`src/rtl/fifo_pkg.sv`:
```
// Shared defaults and sizing helpers for the synchronous FIFO family.
// Pointers carry one extra wrap bit above the storage address.
package fifo_pkg;

    localparam int DEFAULT_WIDTH = 32;
    localparam int DEFAULT_DEPTH = 16;

    // Address bits plus the wrap bit that separates full from empty.
    function automatic int ptr_width(input int depth);
        return $clog2(depth) + 1;
    endfunction

endpackage

```
`src/rtl/sync_fifo_mem.sv`:
```
// Storage array for sync_fifo: one synchronous write port, one asynchronous read port.
// Contents are never cleared; occupancy tracking lives in the controller.
module sync_fifo_mem
    import fifo_pkg::*;
#(
    parameter int WIDTH = DEFAULT_WIDTH,
    parameter int DEPTH = DEFAULT_DEPTH,
    parameter int AW    = $clog2(DEPTH)
) (
    input  logic             clk,
    input  logic             wr_en,
    input  logic [AW-1:0]    wr_addr,
    input  logic [WIDTH-1:0] wr_data,
    input  logic [AW-1:0]    rd_addr,
    output logic [WIDTH-1:0] rd_data
);

    logic [WIDTH-1:0] mem [DEPTH];

    // NOTE: the array has no reset branch on purpose; readers only ever see
    // entries that were written since the last reset or flush, so clearing it
    // would cost a reset net per bit and buy nothing.
    always_ff @(posedge clk) begin
        if (wr_en) begin
            mem[wr_addr] <= wr_data;
        end
    end

    assign rd_data = mem[rd_addr];

endmodule

```
`src/rtl/sync_fifo.sv`:
```
// Single-clock show-ahead FIFO with occupancy flags and sticky overflow/underflow.
// All status is decoded from the registered pointers, never from the request inputs.
module sync_fifo
    import fifo_pkg::*;
#(
    parameter int WIDTH    = DEFAULT_WIDTH,
    parameter int DEPTH    = DEFAULT_DEPTH,
    parameter int AF_LEVEL = DEPTH - 2,
    parameter int AE_LEVEL = 2
) (
    input  logic                        clk,
    input  logic                        rst,
    input  logic                        wr_en,
    input  logic [WIDTH-1:0]            wr_data,
    input  logic                        rd_en,
    output logic [WIDTH-1:0]            rd_data,
    input  logic                        flush,
    input  logic                        clr_err,
    output logic                        full,
    output logic                        empty,
    output logic                        almost_full,
    output logic                        almost_empty,
    output logic [ptr_width(DEPTH)-1:0] count,
    output logic                        overflow,
    output logic                        underflow
);

    localparam int PW = ptr_width(DEPTH);
    localparam int AW = PW - 1;

    logic [PW-1:0]    wptr;
    logic [PW-1:0]    rptr;
    logic             wr_accept;
    logic             rd_accept;
    logic [WIDTH-1:0] mem_rd_data;

    // Pointers wrap modulo 2*DEPTH, so the plain difference is the occupancy.
    assign count        = wptr - rptr;
    assign full         = (count == PW'(DEPTH));
    assign empty        = (count == '0);
    assign almost_full  = (count >= PW'(AF_LEVEL));
    assign almost_empty = (count <= PW'(AE_LEVEL));

    // Acceptance uses the pre-edge full/empty, so a pop never makes room for a
    // same-cycle push and a push never feeds a same-cycle pop.
    assign wr_accept = wr_en && !full && !flush && !rst;
    assign rd_accept = rd_en && !empty && !flush;

    // NOTE: every register here is updated with <= so that all of them sample
    // the same pre-edge values; a blocking = would let later statements see
    // already-updated pointers and break the simultaneous read/write case.
    always_ff @(posedge clk) begin
        if (rst) begin
            wptr <= '0;
            rptr <= '0;
        end else if (flush) begin
            wptr <= '0;
            rptr <= '0;
        end else begin
            if (wr_accept) begin
                wptr <= wptr + PW'(1);
            end
            if (rd_accept) begin
                rptr <= rptr + PW'(1);
            end
        end
    end

    // A setting condition in the same cycle as clr_err wins, so no event is lost.
    always_ff @(posedge clk) begin
        if (rst) begin
            overflow  <= 1'b0;
            underflow <= 1'b0;
        end else begin
            overflow  <= (overflow  && !clr_err) || (wr_en && full  && !flush);
            underflow <= (underflow && !clr_err) || (rd_en && empty && !flush);
        end
    end

    sync_fifo_mem #(
        .WIDTH (WIDTH),
        .DEPTH (DEPTH),
        .AW    (AW)
    ) u_mem (
        .clk     (clk),
        .wr_en   (wr_accept),
        .wr_addr (wptr[AW-1:0]),
        .wr_data (wr_data),
        .rd_addr (rptr[AW-1:0]),
        .rd_data (mem_rd_data)
    );

    assign rd_data = empty ? '0 : mem_rd_data;

endmodule

```
`config.mk`:
```
export PLATFORM = sky130hd
export DESIGN_NAME = sync_fifo
export DESIGN_NICKNAME = d
export VERILOG_FILES = /design/src/rtl/fifo_pkg.sv /design/src/rtl/sync_fifo_mem.sv /design/src/rtl/sync_fifo.sv
export SDC_FILE = /design/constraint.sdc
export NUM_CORES = 1
export LEC_CHECK = 0
export ABC_AREA = 1
export CAP_MARGIN = 10
export CORE_ASPECT_RATIO = 0.75
export CORE_MARGIN = 2
export CORE_UTILIZATION = 40
export CTS_CLUSTER_SIZE = 12
export DETAILED_ROUTE_END_ITERATION = 12
export GPL_ROUTABILITY_DRIVEN = 0
export PLACE_DENSITY = 0.57
export SKIP_LAST_GASP = 1
export SLEW_MARGIN = 20
export SYNTH_ARGS = -nofsm -noshare
export SYNTH_HDL_FRONTEND = slang
export SYNTH_SLANG_ARGS = --single-unit
```
`constraint.sdc`:
```
create_clock -name clk -period 5.5 [get_ports clk]
set_input_delay 1.1 -clock clk [delete_from_list [all_inputs] [get_ports clk]]
set_output_delay 1.1 -clock clk [all_outputs]
set_load 0.02 [all_outputs]
```
# Yosys cells after proc, flatten, opt, wreduce, memory -nomap -nowiden
# Memories as Yosys holds them, arrays and structs flattened. A register that Yosys moved wholly into a read port is not among the register bits.
# Index checks and enable logic that the tools add are counted.
dict set report classes {
  n_addsub 3
  order_cmp 2
  n_eq_ne 1
  mux 5
  reduce_logical 20
}
# op n
set ops {}
lappend ops {{$mux 32} 1}
lappend ops {{$logic_and 1x1->1} 11}
lappend ops {{$add 5x1->5 const B} 2}
lappend ops {{$mux 4} 2}
lappend ops {{$eq 5x5->1 const B} 1}
lappend ops {{$ge 5x4->1 const B} 1}
lappend ops {{$le 5x2->1 const B} 1}
lappend ops {{$logic_not 1->1} 5}
lappend ops {{$logic_not 5->1} 1}
lappend ops {{$sub 5x5->5} 1}
lappend ops {{$logic_or 1x1->1} 2}
lappend ops {{$mux 1} 2}
lappend ops {{$reduce_or 2->1} 1}
dict set report totals {
  regBits 12
  mem_bits_rw 512
  in_bits 38
  output_inout_bits 43
  wordCells 36
  mem_count 1
}
# name depth width rd rd_clocked_by_memory_dff write_ports line_no
set memory_table {}
lappend memory_table {u_mem.mem 16 32 1 1 1 sync_fifo_mem.sv:18} ;# logic [WIDTH-1:0] mem [DEPTH];

# Depth between registers and ports, before layout
dict set report depth {
  ltp_word 8
  depth_mapped 12
}

# By module
# Synthesis repeated with hierarchy kept, for this count alone.
dict set report hier_totals {
  cells_unflattened 2276
  area_unflattened_um2 23483.8
}
# mod n_inst cells_per_inst area_each_um2 seq_area_each_um2
set modules_own_cells {}
lappend modules_own_cells {sync_fifo_mem 1 2088 22089.9 15374.7}
lappend modules_own_cells {sync_fifo 1 188 1393.8 240.2}

# Least setup slack after synthesis
# Ideal clock, no wire load.
dict set report synth_timing {
  path_kind {reg2reg}
  startpoint {reg wptr[0]}
  endpoint {mem u_mem.mem[3][0] (netlist bit), enable pin}
  setup_ps 461
  arrival_time_ps 4132
  required_ps 5039
  path_slack_ps 907
  stages_incl_launch_ff 10
  cell_sequence {dfxtp_1 inv_1 ha_1 fa_1 xnor2_2 nor2_4 nand3_4 nand2_2 buf_2 nor3_1}
}
dict set report synth_via {
  elab_chain_cells 8
}
# element line_no
set synth_rtl {}
lappend synth_rtl {{from (decl)} sync_fifo.sv:31} ;# logic [PW-1:0] wptr;
lappend synth_rtl {{from (signal assigned)} sync_fifo.sv:61} ;# wptr <= wptr + PW'(1);
lappend synth_rtl {{$sub 5x5->5} sync_fifo.sv:38} ;# assign count = wptr - rptr;
lappend synth_rtl {{net count[2]} sync_fifo.sv:23} ;# output logic [ptr_width(DEPTH)-1:0] count,
lappend synth_rtl {{$eq 5x5->1} sync_fifo.sv:39} ;# assign full = (count == PW'(DEPTH));
lappend synth_rtl {{$logic_not 1->1} sync_fifo.sv:46} ;# assign wr_accept = wr_en && !full && !flush && !rst;
lappend synth_rtl {{$logic_and 1x1->1 (3 in series)} sync_fifo.sv:46}
lappend synth_rtl {{$mux 1} sync_fifo_mem.sv:24} ;# if (wr_en) begin
lappend synth_rtl {{$mux 1 (implied by the code)} sync_fifo_mem.sv:25} ;# mem[wr_addr] <= wr_data;
lappend synth_rtl {{to (decl)} sync_fifo_mem.sv:18}
# The timed path passes the listed nets, and every way through them passes these cells.

# Final worst setup path
dict set report layout_timing {
  startpoint {reg wptr[0]}
  endpoint {out rd_data[10]}
}
dict set report layout_via {
  elab_chain_cells 3
}
# element line_no
set layout_rtl {}
lappend layout_rtl {{$sub 5x5->5} sync_fifo.sv:38}
lappend layout_rtl {{$logic_not 5->1} sync_fifo.sv:40} ;# assign empty = (count == '0);
lappend layout_rtl {{$mux 32} sync_fifo.sv:93} ;# assign rd_data = empty ? '0 : mem_rd_data;
lappend layout_rtl {{to (decl)} sync_fifo.sv:16} ;# output logic [WIDTH-1:0] rd_data,
# Every way passes these cells.

==> metrics.txt <==
initial antenna violation count=0; commonest cells after routing, fill and taps aside=edfxtp_1 (512), nand2_1 (494), nand3_1 (219); Setup TNS=0 ns; most common cell after layout, fill and taps aside=edfxtp_1; CTS Buf Count=52; post-synthesis register bit count=528; RSZ-0062 raised after global routing=no; pin count of the biggest net entering global routing=149; DR WL/cell=20.5 microns; Pins Over Slew Limit=0; Remaining Overflow, GRT=0; largest family of logic cells by synthesized area=simple AND/OR/NAND/NOR gates; Syn-to-layout area delta=14.5%; Max-Cap Viols=0; endpoint class of the critical path=output pin; root buffer cell=clkbuf_16; Cell Pwr Density=317 mW/mm^2; CTS tree=done; FP Rows=73; CTS sink count=528; period utilization=0.870; Post-DRT Antenna Nets=0; Final min period=4.78 ns; Layout Skew=0.0107 ns; placed insts=2463; Avg Cell Area, Syn=12.2 sq um; die area=0.0552 sq mm; Iter 0 DRT Violations=1201; final setup vio count=0; post-CTS setup buffer count=0; Post-Synth XOR/XNOR Area=0.00323; mux cell area share after synthesis=0; Reg clk slew, reported paths=0.06 ns; drt via density=5.26; dpl hpwl=26700 microns; Lkg Pwr=8.33 nW; Yosys Warn Count=0; post-synth net total=1791; complex-gate fraction of the synthesized area=0.0741; cts hold-fix bufs=0; final std cells w/o fill=2540; CP max FO=26; Slew headroom=0.419; Slew @ Worst Pin=0.871 ns; Simple-Gate Fraction of Synth Area=0.150; first-pass GRT wire length=79100 microns; post-CTS sizing=0; Die H=204 microns; Netlist cell types=32; WP data arrival=3.68 ns; Worst setup SP type=flop; CP startpoint=wptr[0]$_SDFFE_PP0P_; vias in the first global route=12886; share of cells above drive strength 1=0.0793; hold path startpoint=underflow$_SDFF_PP0_; sequential area share after synthesis=0.736; drt total wl=52200 microns; DRC=0; final core occ=0.462; peak supply drop=0.234 mV; initial core utilization=0.403; Top Ports=81; Gate Count Post-Synth=1743; maximum clock path buffer count=3; f_max=0.209 GHz; Core Region=0.0529 sq mm; Synth Area in Adders=0.00622; CTS H-tree lvls=2; Die W=271 microns; drt pass-1 iters=6; ant diodes=0; port buffer count=80; fillers=4755; reg2reg start=wptr[0]$_SDFFE_PP0P_; CP Data Required Time=4.40 ns; Hold Path Class=reg -> reg; gr usage total=0.188; Final nets=1853; Hold Violations, Final=0; routed vias=13369; Clock Latency Late Sink=0.58 ns; Synth Cell Area=0.0213 sq mm; status=complete, no violations; kind of critical path=reg -> out
logic make-up (layout without fill, tap and decap cells):
logic type	Yosys count	count (layout)
adder cells (fa/ha/maj)	10	10
AND/OR/NAND/NOR	759	759
flip-flops	528	528
XOR/XNOR	7	7
AO/OA/AOI/OAI	296	296
buffers and inverters	143	228
stage by stage:
| stage | hold WS (ns) | instance area, sq um | total power, W | setup WS (ns) |
|---|---|---|---|---|
| global route | 0.504 | 24400 | 0.00800 | 0.504 |
| floorplan | 0.465 | 21300 | 0.00459 | 0.907 |
| detailed placement | 0.461 | 23000 | 0.00471 | 1.34 |
| CTS | 0.469 | 24400 | 0.00784 | 0.696 |
| finish | 0.468 | 24400 | 0.00776 | 0.717 |
| global placement | 0.460 | 23000 | 0.00470 | 1.37 |
metal layers:
metal,GRT usage,share of wire,vias up,wire (microns)
li1,-,-,6367,-
met5,0,0,-,0
met3,0.0243,0.050,65,2620
met1,0.274,0.47,6591,24500
met4,0.0420,0.018,0,934
met2,0.301,0.46,346,24200
power by group:
group	total [W]	internal (W)	switching, W
clock	0.00314	0.00173	0.00141
sequential	0.00442	0.00442	0.00000290
combinational	0.000200	0.0000666	0.000134
total	0.00776	0.00621	0.00154
critical path, stage by stage (launching register included):
cell and delay [ns]:
dfxtp_1 0.43, inv_1 0.12, ha_1 0.23, fa_1 0.42
nand3b_1 0.22, nand2_1 0.11, nand2_1 0.05, nand2_1 0.08
nand3_2 0.37, buf_12 0.35, nand2_1 0.10, a21oi_1 0.05
clkdlybuf4s50_1 0.55
area by class of cell:
class                   count  area (sq um)  share of cell area
repair buffers            122          1220              0.0498
flip-flops and latches    528         15700               0.643
clock buffers              62          1360              0.0557
clock inverters            15          73.8             0.00302
multi-input cells        1072          5070               0.208
inverters                  29           118             0.00481
well taps                 712           891              0.0365
registers in the layout, summed over array words and instances (netlist names), named ones only:
register	count
overflow	1
rptr	5
underflow	1
u_mem.mem	512
wptr	5
final timing paths:
check	endpoint	slack, ns	cells past startpoint
max	rd_data[10]	0.72	12
min	underflow$_SDFF_PP0_	0.47	2
max reg2reg	u_mem.mem[15][24]$_DFFE_PP_	2.09	10
min reg2reg	underflow$_SDFF_PP0_	0.47	2
cell usage after synthesis:
cell type | instances | share of area
nand3_4 | 1 | 0.00082
a21oi_2 | 3 | 0.0012
o32ai_1 | 1 | 0.00041
edfxtp_1 | 512 | 0.72
nand2_4 | 1 | 0.00053
clkbuf_1 | 25 | 0.0044
ha_1 | 9 | 0.0053
nand3_2 | 1 | 0.00047
o211ai_1 | 2 | 0.00070
xor2_1 | 6 | 0.0025
nor3_1 | 15 | 0.0035
nand2_1 | 494 | 0.087
o21ai_0 | 27 | 0.0063
nor4_1 | 1 | 0.00029
o21ai_1 | 44 | 0.010
inv_1 | 24 | 0.0042
nand3_1 | 219 | 0.051
o22ai_1 | 2 | 0.00059
buf_1 | 9 | 0.0016
a22oi_1 | 31 | 0.011
dfxtp_1 | 16 | 0.015
xnor2_2 | 1 | 0.00076
nor2_1 | 16 | 0.0028
a21oi_1 | 186 | 0.044
nor2_4 | 1 | 0.00053
buf_4 | 2 | 0.00070
nand3b_1 | 1 | 0.00035
fa_1 | 1 | 0.00094
nand2_2 | 9 | 0.0026
buf_6 | 2 | 0.0011
inv_2 | 5 | 0.00088
buf_2 | 76 | 0.018
No activity file was read; power rests on OpenSTA's default activity.
